[src/rtl/fetch_pkg.sv]
// Shared constants and helpers for the instruction-fetch front end.
package fetch_pkg;

  localparam int unsigned INSTR_W  = 32;
  localparam int unsigned PC_STEP  = 4;
  // Widest PC the helpers handle; callers cast to their own XLEN.
  localparam int unsigned MAX_XLEN = 64;

  // Clear the two low address bits so every fetch is word aligned.
  function automatic logic [MAX_XLEN-1:0] align4(input logic [MAX_XLEN-1:0] pc);
    return {pc[MAX_XLEN-1:2], 2'b00};
  endfunction

endpackage

[src/rtl/fetch_fifo.sv]
// Prefetch FIFO: DEPTH entries, head visible combinationally, flush clears it.
module fetch_fifo #(
  parameter  int DEPTH = 4,
  parameter  int W     = 64,
  localparam int CW    = $clog2(DEPTH + 1),
  localparam int PW    = $clog2(DEPTH)
) (
  input  logic          clk,
  input  logic          n_rst,
  input  logic          push,
  input  logic [W-1:0]  push_data,
  input  logic          pop,
  input  logic          flush,
  output logic [CW-1:0] count,
  output logic [W-1:0]  head
);

  logic [W-1:0]  mem [DEPTH];
  logic [PW-1:0] rd_ptr;
  logic [PW-1:0] wr_ptr;

  // Storage write; entries need no reset because count gates their visibility.
  always_ff @(posedge clk) begin
    if (push && !flush) begin
      mem[wr_ptr] <= push_data;
    end
  end

  // Pointer and occupancy update; flush wins over any push/pop in the same cycle.
  always_ff @(posedge clk or negedge n_rst) begin
    if (!n_rst) begin
      rd_ptr <= '0;
      wr_ptr <= '0;
      count  <= '0;
    end else if (flush) begin
      rd_ptr <= '0;
      wr_ptr <= '0;
      count  <= '0;
    end else begin
      if (push) begin
        wr_ptr <= wr_ptr + PW'(1'b1);
      end
      if (pop) begin
        rd_ptr <= rd_ptr + PW'(1'b1);
      end
      count <= count + CW'(push) - CW'(pop);
    end
  end

  assign head = mem[rd_ptr];

endmodule

[src/rtl/fetch_prefetch_unit.sv]
// Instruction-fetch front end: owns the fetch PC, issues credit-limited
// in-order requests, buffers responses tagged with their PC and handles
// redirects by flushing the buffer and dropping in-flight (stale) words.
module fetch_prefetch_unit
  import fetch_pkg::*;
#(
  parameter int              XLEN     = 32,
  parameter int              DEPTH    = 4,
  parameter logic [XLEN-1:0] RESET_PC = '0
) (
  input  logic               clk,
  input  logic               n_rst,
  output logic               imem_req_valid,
  input  logic               imem_req_ready,
  output logic [XLEN-1:0]    imem_req_addr,
  input  logic               imem_rsp_valid,
  input  logic [INSTR_W-1:0] imem_rsp_data,
  input  logic               redirect_valid,
  input  logic [XLEN-1:0]    redirect_pc,
  output logic               instr_valid,
  input  logic               instr_ready,
  output logic [INSTR_W-1:0] instr,
  output logic [XLEN-1:0]    instr_pc
);

  localparam int              CW   = $clog2(DEPTH + 1);
  localparam int              EW   = INSTR_W + XLEN;
  localparam logic [CW:0]     CAP  = (CW + 1)'(DEPTH);
  localparam logic [XLEN-1:0] STEP = XLEN'(PC_STEP);

  // One buffered word together with the address it was fetched from.
  typedef struct packed {
    logic [INSTR_W-1:0] instr;
    logic [XLEN-1:0]    pc;
  } fetch_entry_t;

  logic [XLEN-1:0] fetch_pc;
  logic [XLEN-1:0] rsp_pc;
  logic [XLEN-1:0] redirect_target;
  logic [CW-1:0]   outstanding;
  logic [CW-1:0]   stale;
  logic [CW-1:0]   count;
  logic            has_credit;
  logic            accept;
  logic            push;
  logic            pop;
  fetch_entry_t    push_entry;
  fetch_entry_t    head_entry;
  logic [EW-1:0]   head_bits;

  assign redirect_target = XLEN'(align4(MAX_XLEN'(redirect_pc)));

  // Buffered plus in-flight words (stale ones included) may never exceed DEPTH,
  // so every accepted request already owns a FIFO slot.
  assign has_credit     = ({1'b0, count} + {1'b0, outstanding}) < CAP;
  assign imem_req_valid = n_rst && !redirect_valid && has_credit;
  assign imem_req_addr  = fetch_pc;
  assign accept         = imem_req_valid && imem_req_ready;

  // Responses during a redirect or while stale words remain are wrong-path.
  assign push = imem_rsp_valid && !redirect_valid && (stale == '0);
  assign pop  = instr_valid && instr_ready;

  assign push_entry.instr = imem_rsp_data;
  assign push_entry.pc    = rsp_pc;
  assign head_entry       = fetch_entry_t'(head_bits);

  assign instr_valid = (count != '0);
  assign instr       = instr_valid ? head_entry.instr : '0;
  assign instr_pc    = instr_valid ? head_entry.pc : RESET_PC;

  // Fetch PC: a redirect reloads it, an accepted request advances it.
  always_ff @(posedge clk or negedge n_rst) begin
    if (!n_rst) begin
      fetch_pc <= RESET_PC;
    end else if (redirect_valid) begin
      fetch_pc <= redirect_target;
    end else if (accept) begin
      fetch_pc <= fetch_pc + STEP;
    end
  end

  // PC tag for the next kept response; follows the fetch PC after a redirect.
  always_ff @(posedge clk or negedge n_rst) begin
    if (!n_rst) begin
      rsp_pc <= RESET_PC;
    end else if (redirect_valid) begin
      rsp_pc <= redirect_target;
    end else if (push) begin
      rsp_pc <= rsp_pc + STEP;
    end
  end

  // In-flight and stale bookkeeping; a redirect marks everything still in flight stale.
  always_ff @(posedge clk or negedge n_rst) begin
    if (!n_rst) begin
      outstanding <= '0;
      stale       <= '0;
    end else begin
      outstanding <= outstanding + CW'(accept) - CW'(imem_rsp_valid);
      if (redirect_valid) begin
        stale <= outstanding - CW'(imem_rsp_valid);
      end else if (imem_rsp_valid && (stale != '0)) begin
        stale <= stale - CW'(1'b1);
      end
    end
  end

  fetch_fifo #(
    .DEPTH (DEPTH),
    .W     (EW)
  ) u_fifo (
    .clk       (clk),
    .n_rst     (n_rst),
    .push      (push),
    .push_data (push_entry),
    .pop       (pop),
    .flush     (redirect_valid),
    .count     (count),
    .head      (head_bits)
  );

endmodule
[config.mk]
export PLATFORM = sky130hd
export DESIGN_NAME = fetch_prefetch_unit
export DESIGN_NICKNAME = d
export VERILOG_FILES = /design/src/rtl/fetch_pkg.sv /design/src/rtl/fetch_fifo.sv /design/src/rtl/fetch_prefetch_unit.sv
export SDC_FILE = /design/constraint.sdc
export NUM_CORES = 1
export LEC_CHECK = 0
export CORE_MARGIN = 4
export CORE_UTILIZATION = 35
export CTS_CLUSTER_SIZE = 10
export DETAILED_ROUTE_END_ITERATION = 10
export GPL_ROUTABILITY_DRIVEN = 0
export SLEW_MARGIN = 40
export SYNTH_ARGS = -nofsm -noshare
export SYNTH_HDL_FRONTEND = slang
export SYNTH_SLANG_ARGS = --single-unit
[constraint.sdc]
create_clock -name clk -period 5.1 [get_ports clk]
set_input_delay 0.51 -clock clk [delete_from_list [all_inputs] [get_ports clk]]
set_output_delay 0.51 -clock clk [all_outputs]
set_load 0.05 [all_outputs]
# After elaboration in Yosys (flattened, before gate mapping)
# Memory sizes are Yosys's and may differ from the RTL's.
# Index checks and enable logic that the tools add are counted.
op_classes:
  add_sub_neg: 11
  order_cmp: 1
  muxes: 15
  n_reduce_logical: 16
ops:
  columns: ["cell", "n"]
  rows:
  - ["two-way mux 32 bit", 6]
  - ["adder 32 x 3 -> 32 bit, second input constant", 2]
  - ["two-way mux 3 bit", 3]
  - ["subtractor 3 x 1 -> 3 bit", 3]
  - ["logical AND 1 bit", 8]
  - ["two-way mux 2 bit", 4]
  - ["nonzero test 2 bit", 4]
  - ["adder 3 x 1 -> 3 bit", 2]
  - ["nonzero test 3 bit", 2]
  - ["adder 2 x 1 -> 2 bit, second input constant", 2]
  - ["adder 3 x 3 -> 4 bit", 1]
  - ["< comparator 4 x 3 -> 1 bit, second input constant", 1]
  - ["logical NOT 3 bit", 1]
  - ["subtractor 3 x 1 -> 3 bit, second input constant", 1]
  - ["two-way mux 1 bit", 2]
  - ["logical NOT 1 bit", 1]
word_totals:
  regBits: 77
  mem_bits_rw: 256
  inputBits: 70
  out_inout_bits: 98
  mem_count: 1
memory_table:
  columns: ["memory", "words", "width", "read_ports", "rd_ports_with_merged_regs", "wr", "line", "rtl"]
  rows:
  - ["u_fifo.mem", 4, 64, 1, 0, 1, "fetch_fifo.sv:18", "logic [W-1:0] mem [DEPTH];"]

# Depth between registers and ports, before layout
logic_depth:
  depth_word: 6
  depth_mapped: 13
  mapped_depth_nobuf: 11

# Hierarchy
# A second synthesis with hierarchy kept.
hier_totals:
  cells_unflattened: 846
  area_unflattened_um2: 13958.4
by_module_without_submodules:
  columns: ["module", "instances", "cells_each", "area_per_inst_um2"]
  rows:
  - ["fetch_fifo", 1, 372, 9688.0]
  - ["fetch_prefetch_unit", 1, 474, 4270.3]

# Least setup slack after synthesis
# No wires, ideal clock.
synth_path:
  path_kind: "register to register"
  from: "register stale[0]"
  to: "memory u_fifo.mem[0][10] (enable)"
  setup_ns: 0.427
  arrival_ns: 2.648
  required_time_ns: 4.673
  slack_ns: 2.025
  stages_incl_launch_ff: 6
  period_less_slack_ns: 3.075
  cell_sequence: "dfrtp_1 inv_1 ha_1 and3b_1 clkbuf_1 and3_1"
synth_via:
  elab_chain_len: 5
synth_lines:
  columns: ["item", "line", "rtl"]
  rows:
  - ["from (decl)", "fetch_prefetch_unit.sv:41", "logic [CW-1:0] stale;"]
  - ["from (signal assigned)", "fetch_prefetch_unit.sv:102", "stale <= outstanding - CW'(imem_rsp_valid);"]
  - ["from (signal assigned)", "fetch_prefetch_unit.sv:104", "stale <= stale - CW'(1'b1);"]
  - ["logical NOT 3 bit", "fetch_prefetch_unit.sv:61", "assign push = imem_rsp_valid && !redirect_valid && (stale == '0);"]
  - ["logical AND 1 bit", "fetch_prefetch_unit.sv:61", null]
  - ["logical AND 1 bit", "fetch_fifo.sv:24", "if (push && !flush) begin"]
  - ["two-way mux 1 bit", "fetch_fifo.sv:24", null]
  - ["two-way mux 1 bit (implied by the code)", "fetch_fifo.sv:25", "mem[wr_ptr] <= push_data;"]
  - ["to (decl)", "fetch_fifo.sv:18", null]
# Every way passes these cells.

# Worst setup path in the final report
layout_path:
  from: "register u_fifo.rd_ptr[1]"
  to: "output instr[28]"
layout_via:
  elab_chain_len: 2
layout_lines:
  columns: ["item", "line", "rtl"]
  rows:
  - ["from (decl)", "fetch_fifo.sv:19", "logic [PW-1:0] rd_ptr;"]
  - ["from (signal assigned)", "fetch_fifo.sv:44", "rd_ptr <= rd_ptr + PW'(1'b1);"]
  - ["memory read (4 x 64 bit)", null, null]
  - ["two-way mux 32 bit", "fetch_prefetch_unit.sv:69", "assign instr = instr_valid ? head_entry.instr : '0;"]
  - ["to (decl)", "fetch_prefetch_unit.sv:22", "output logic [INSTR_W-1:0] instr,"]
# Every way passes these cells.

==> out/results.txt <==
Worst skew pair latency: 0.52 ns
Die Wd: 206 um
Syn Inst Count: 857
Worst Hold Class: input port to async pin
Yosys reg bits: 321
Max Cap Viol: 0
Pins Over Slew Limit: 0
Final setup viols: 0
Critical path type: register to output port
Initial antenna violation count: 0
H-tree depth: 2
Global-route wire length before repair: 47.9 mm
Post-CTS setup buffer count: 0
Sw Ratio: 0.346
Commonest cells in the netlist: edfxtp_1 (248), dfrtp_1 (73), and2_1 (67)
Mapped cell area: 0.0137 mm^2
Detailed-route via count: 7891
Die height: 206 um
Hold_ws: 0.427 ns
Synth area leader: edfxtp_1
P_sw: 2.95 mW
Design Area, Final: 0.0170 mm^2
Outcome: complete, no violations
CTS hold repair buffers: 1
Final period utilization: 0.709
Area grow syn2layout: 24.7%
Pin count of the biggest net entering global routing: 50
Core area: 0.0386 mm^2
Clock Power Share: 0.286
Crit path required time: 4.59 ns
Vias per inst: 5.03
Boundary pin count: 168
Final wirelength: 30.8 mm
Layout cells sized above 1: 0.147
Power Density: 501 mW/mm^2
Mean post-synth cell area: 15.9 um^2
Top FF cell, synth: edfxtp_1
Peak VDD IR: 0.199 mV
DRC viols: 0
Cts bufs inserted: 39
Clock slew seen by the registers of the worst setup and hold paths: 0.06 ns
Detailed placement HPWL: 19.9 mm
Placed instance area: 0.0159 mm^2
Area share of the largest cell type after synthesis: 0.545
Vias in the first global route: 8341
Hold Fails Final Rpt: 0
Die area: 0.0422 mm^2
Clock buffer depth: 3
Crit Path Max Fanout: 30
Synth top area cells: edfxtp_1 (55%), dfrtp_1 (13%), mux4_2 (10%)
Setup TNS Final: 0 ns
Most common cell in the netlist: edfxtp_1
TritonCTS clock tree: yes
Fmax: 277 MHz
Routed Antenna Nets: 0
Cell variety after synth: 52
Worst Path Arrival: 3.10 ns
Cell row count: 72
Sequential fraction of the synthesis area: 0.679
Antenna Cells: 0
Total GRT Usage: 0.146
Synth async-reset ratio: 0.227
Nets: 1124
Slew margin rel.: 0.452
Gate power share: 0.338
Worst slew pin tran: 0.823 ns
Clk sink count: 321
Static Leakage: 5.70 nW
PostCTS Resize Cnt: 0
Initial core utilization: 0.353
Synthesis Warnings: 0
Internal power: 5.58 mW
RSZ-0062 raised after global routing: false
Number of enable flip-flop cells after synthesis: 248
Minimum clock period: 3.61 ns
First drt pass iteration count: 5
Clock Tree Root: clkbuf_16
Worst setup EP type: output port
Sequential Power Share: 0.376
Gr ovfl total: 0
Fin Clk Skew: 0.0170 ns
WL/cell: 19.6 um
I/O Buffers: 161
1st-iter DRT viols: 459
Startpoint types: register
final timing paths:
kind	startpoint	slack [ns]	endpoint	cells after the start
worst min register to register	outstanding[0]	0.55	outstanding[0]	1
min in group clk	outstanding[0]	0.55	outstanding[0]	1
max in group asynchronous	n_rst	3.37	u_fifo.rd_ptr[0]	4
worst min-delay path	n_rst	0.43	imem_req_addr[26]	2
worst max-delay path	u_fifo.rd_ptr[1]	1.49	instr[28]	4
worst max register to register	outstanding[2]	2.05	outstanding[2]	12
registers in the layout (all words and copies together) (netlist names):
signal	cells
u_fifo.mem	248
imem_req_addr	30
rsp_pc	30
outstanding	3
stale	3
u_fifo.count	3
u_fifo.rd_ptr	2
u_fifo.wr_ptr	2
per-layer routing:
metal | vias to the layer above | part of all wire | track usage
li1 | 3627 | - | -
met1 | 3988 | 0.47 | 0.210
met2 | 224 | 0.45 | 0.225
met3 | 52 | 0.059 | 0.0325
met4 | 0 | 0.020 | 0.0385
met5 | - | 0 | 0
logic make-up after synthesis:
group / after synthesis / synth area share
AOI/OAI and AO/OA: 68 / 0.0308
xor gates and xnor gates: 49 / 0.0314
adders and majority gates: 18 / 0.0176
buffers and inverters: 62 / 0.0191
DFF: 321 / 0.679
muxes: 79 / 0.116
other: 1 / 0.000275
and+or+nand+nor: 259 / 0.106
critical path, stage by stage, from the launching register on:
cell and delay, ns:
dfrtp_2 0.89, buf_4 0.43, mux4_2 0.36, and2_1 0.17, clkdlybuf4s50_1 0.69
area by class of cell:
class,instances,area (um^2)
clock buffers,52,1090
clock inverters,4,21.3
fillers,3432,21600
inverters,21,78.8
multi-input cells,477,4140
flip-flops and latches,321,9280
well taps,518,648
repair buffers,176,1770
stage by stage:
step / util / instances / total power, mW / setup WS, ns
2_1_floorplan: - / 860 / 5.21 / 2.03
3_3_place_gp: 0.412 / 1512 / 6.18 / 1.74
3_5_place_dp: 0.412 / 1512 / 6.20 / 1.72
4_1_cts: 0.441 / 1569 / 8.69 / 1.39
5_1_grt: 0.441 / 1569 / 8.97 / 1.30
6_report: 0.441 / 1569 / 8.53 / 1.49
placed cells by master (no fill, tap or decap), drive strengths merged, types with 22 or more instances in the layout:
cell,Yosys,final
o21ai,26,26
clkdlybuf4s50,0,160
dfrtp,73,73
clkbuf,24,52
xor2,22,22
edfxtp,248,248
nand3,40,40
inv,21,22
xnor2,27,27
and2,67,67
nand2,47,47
mux4,62,62
nor2,30,30
power groups by stage:
stage,logic (mW),registers (mW),clock network [mW]
floorplan,1.95,3.26,0
global placement,2.92,3.26,0
detailed placement,2.94,3.26,0
CTS,2.95,3.21,2.53
global route,3.09,3.24,2.63
finish,2.88,3.21,2.44
Power figures use the tool's default switching activity.
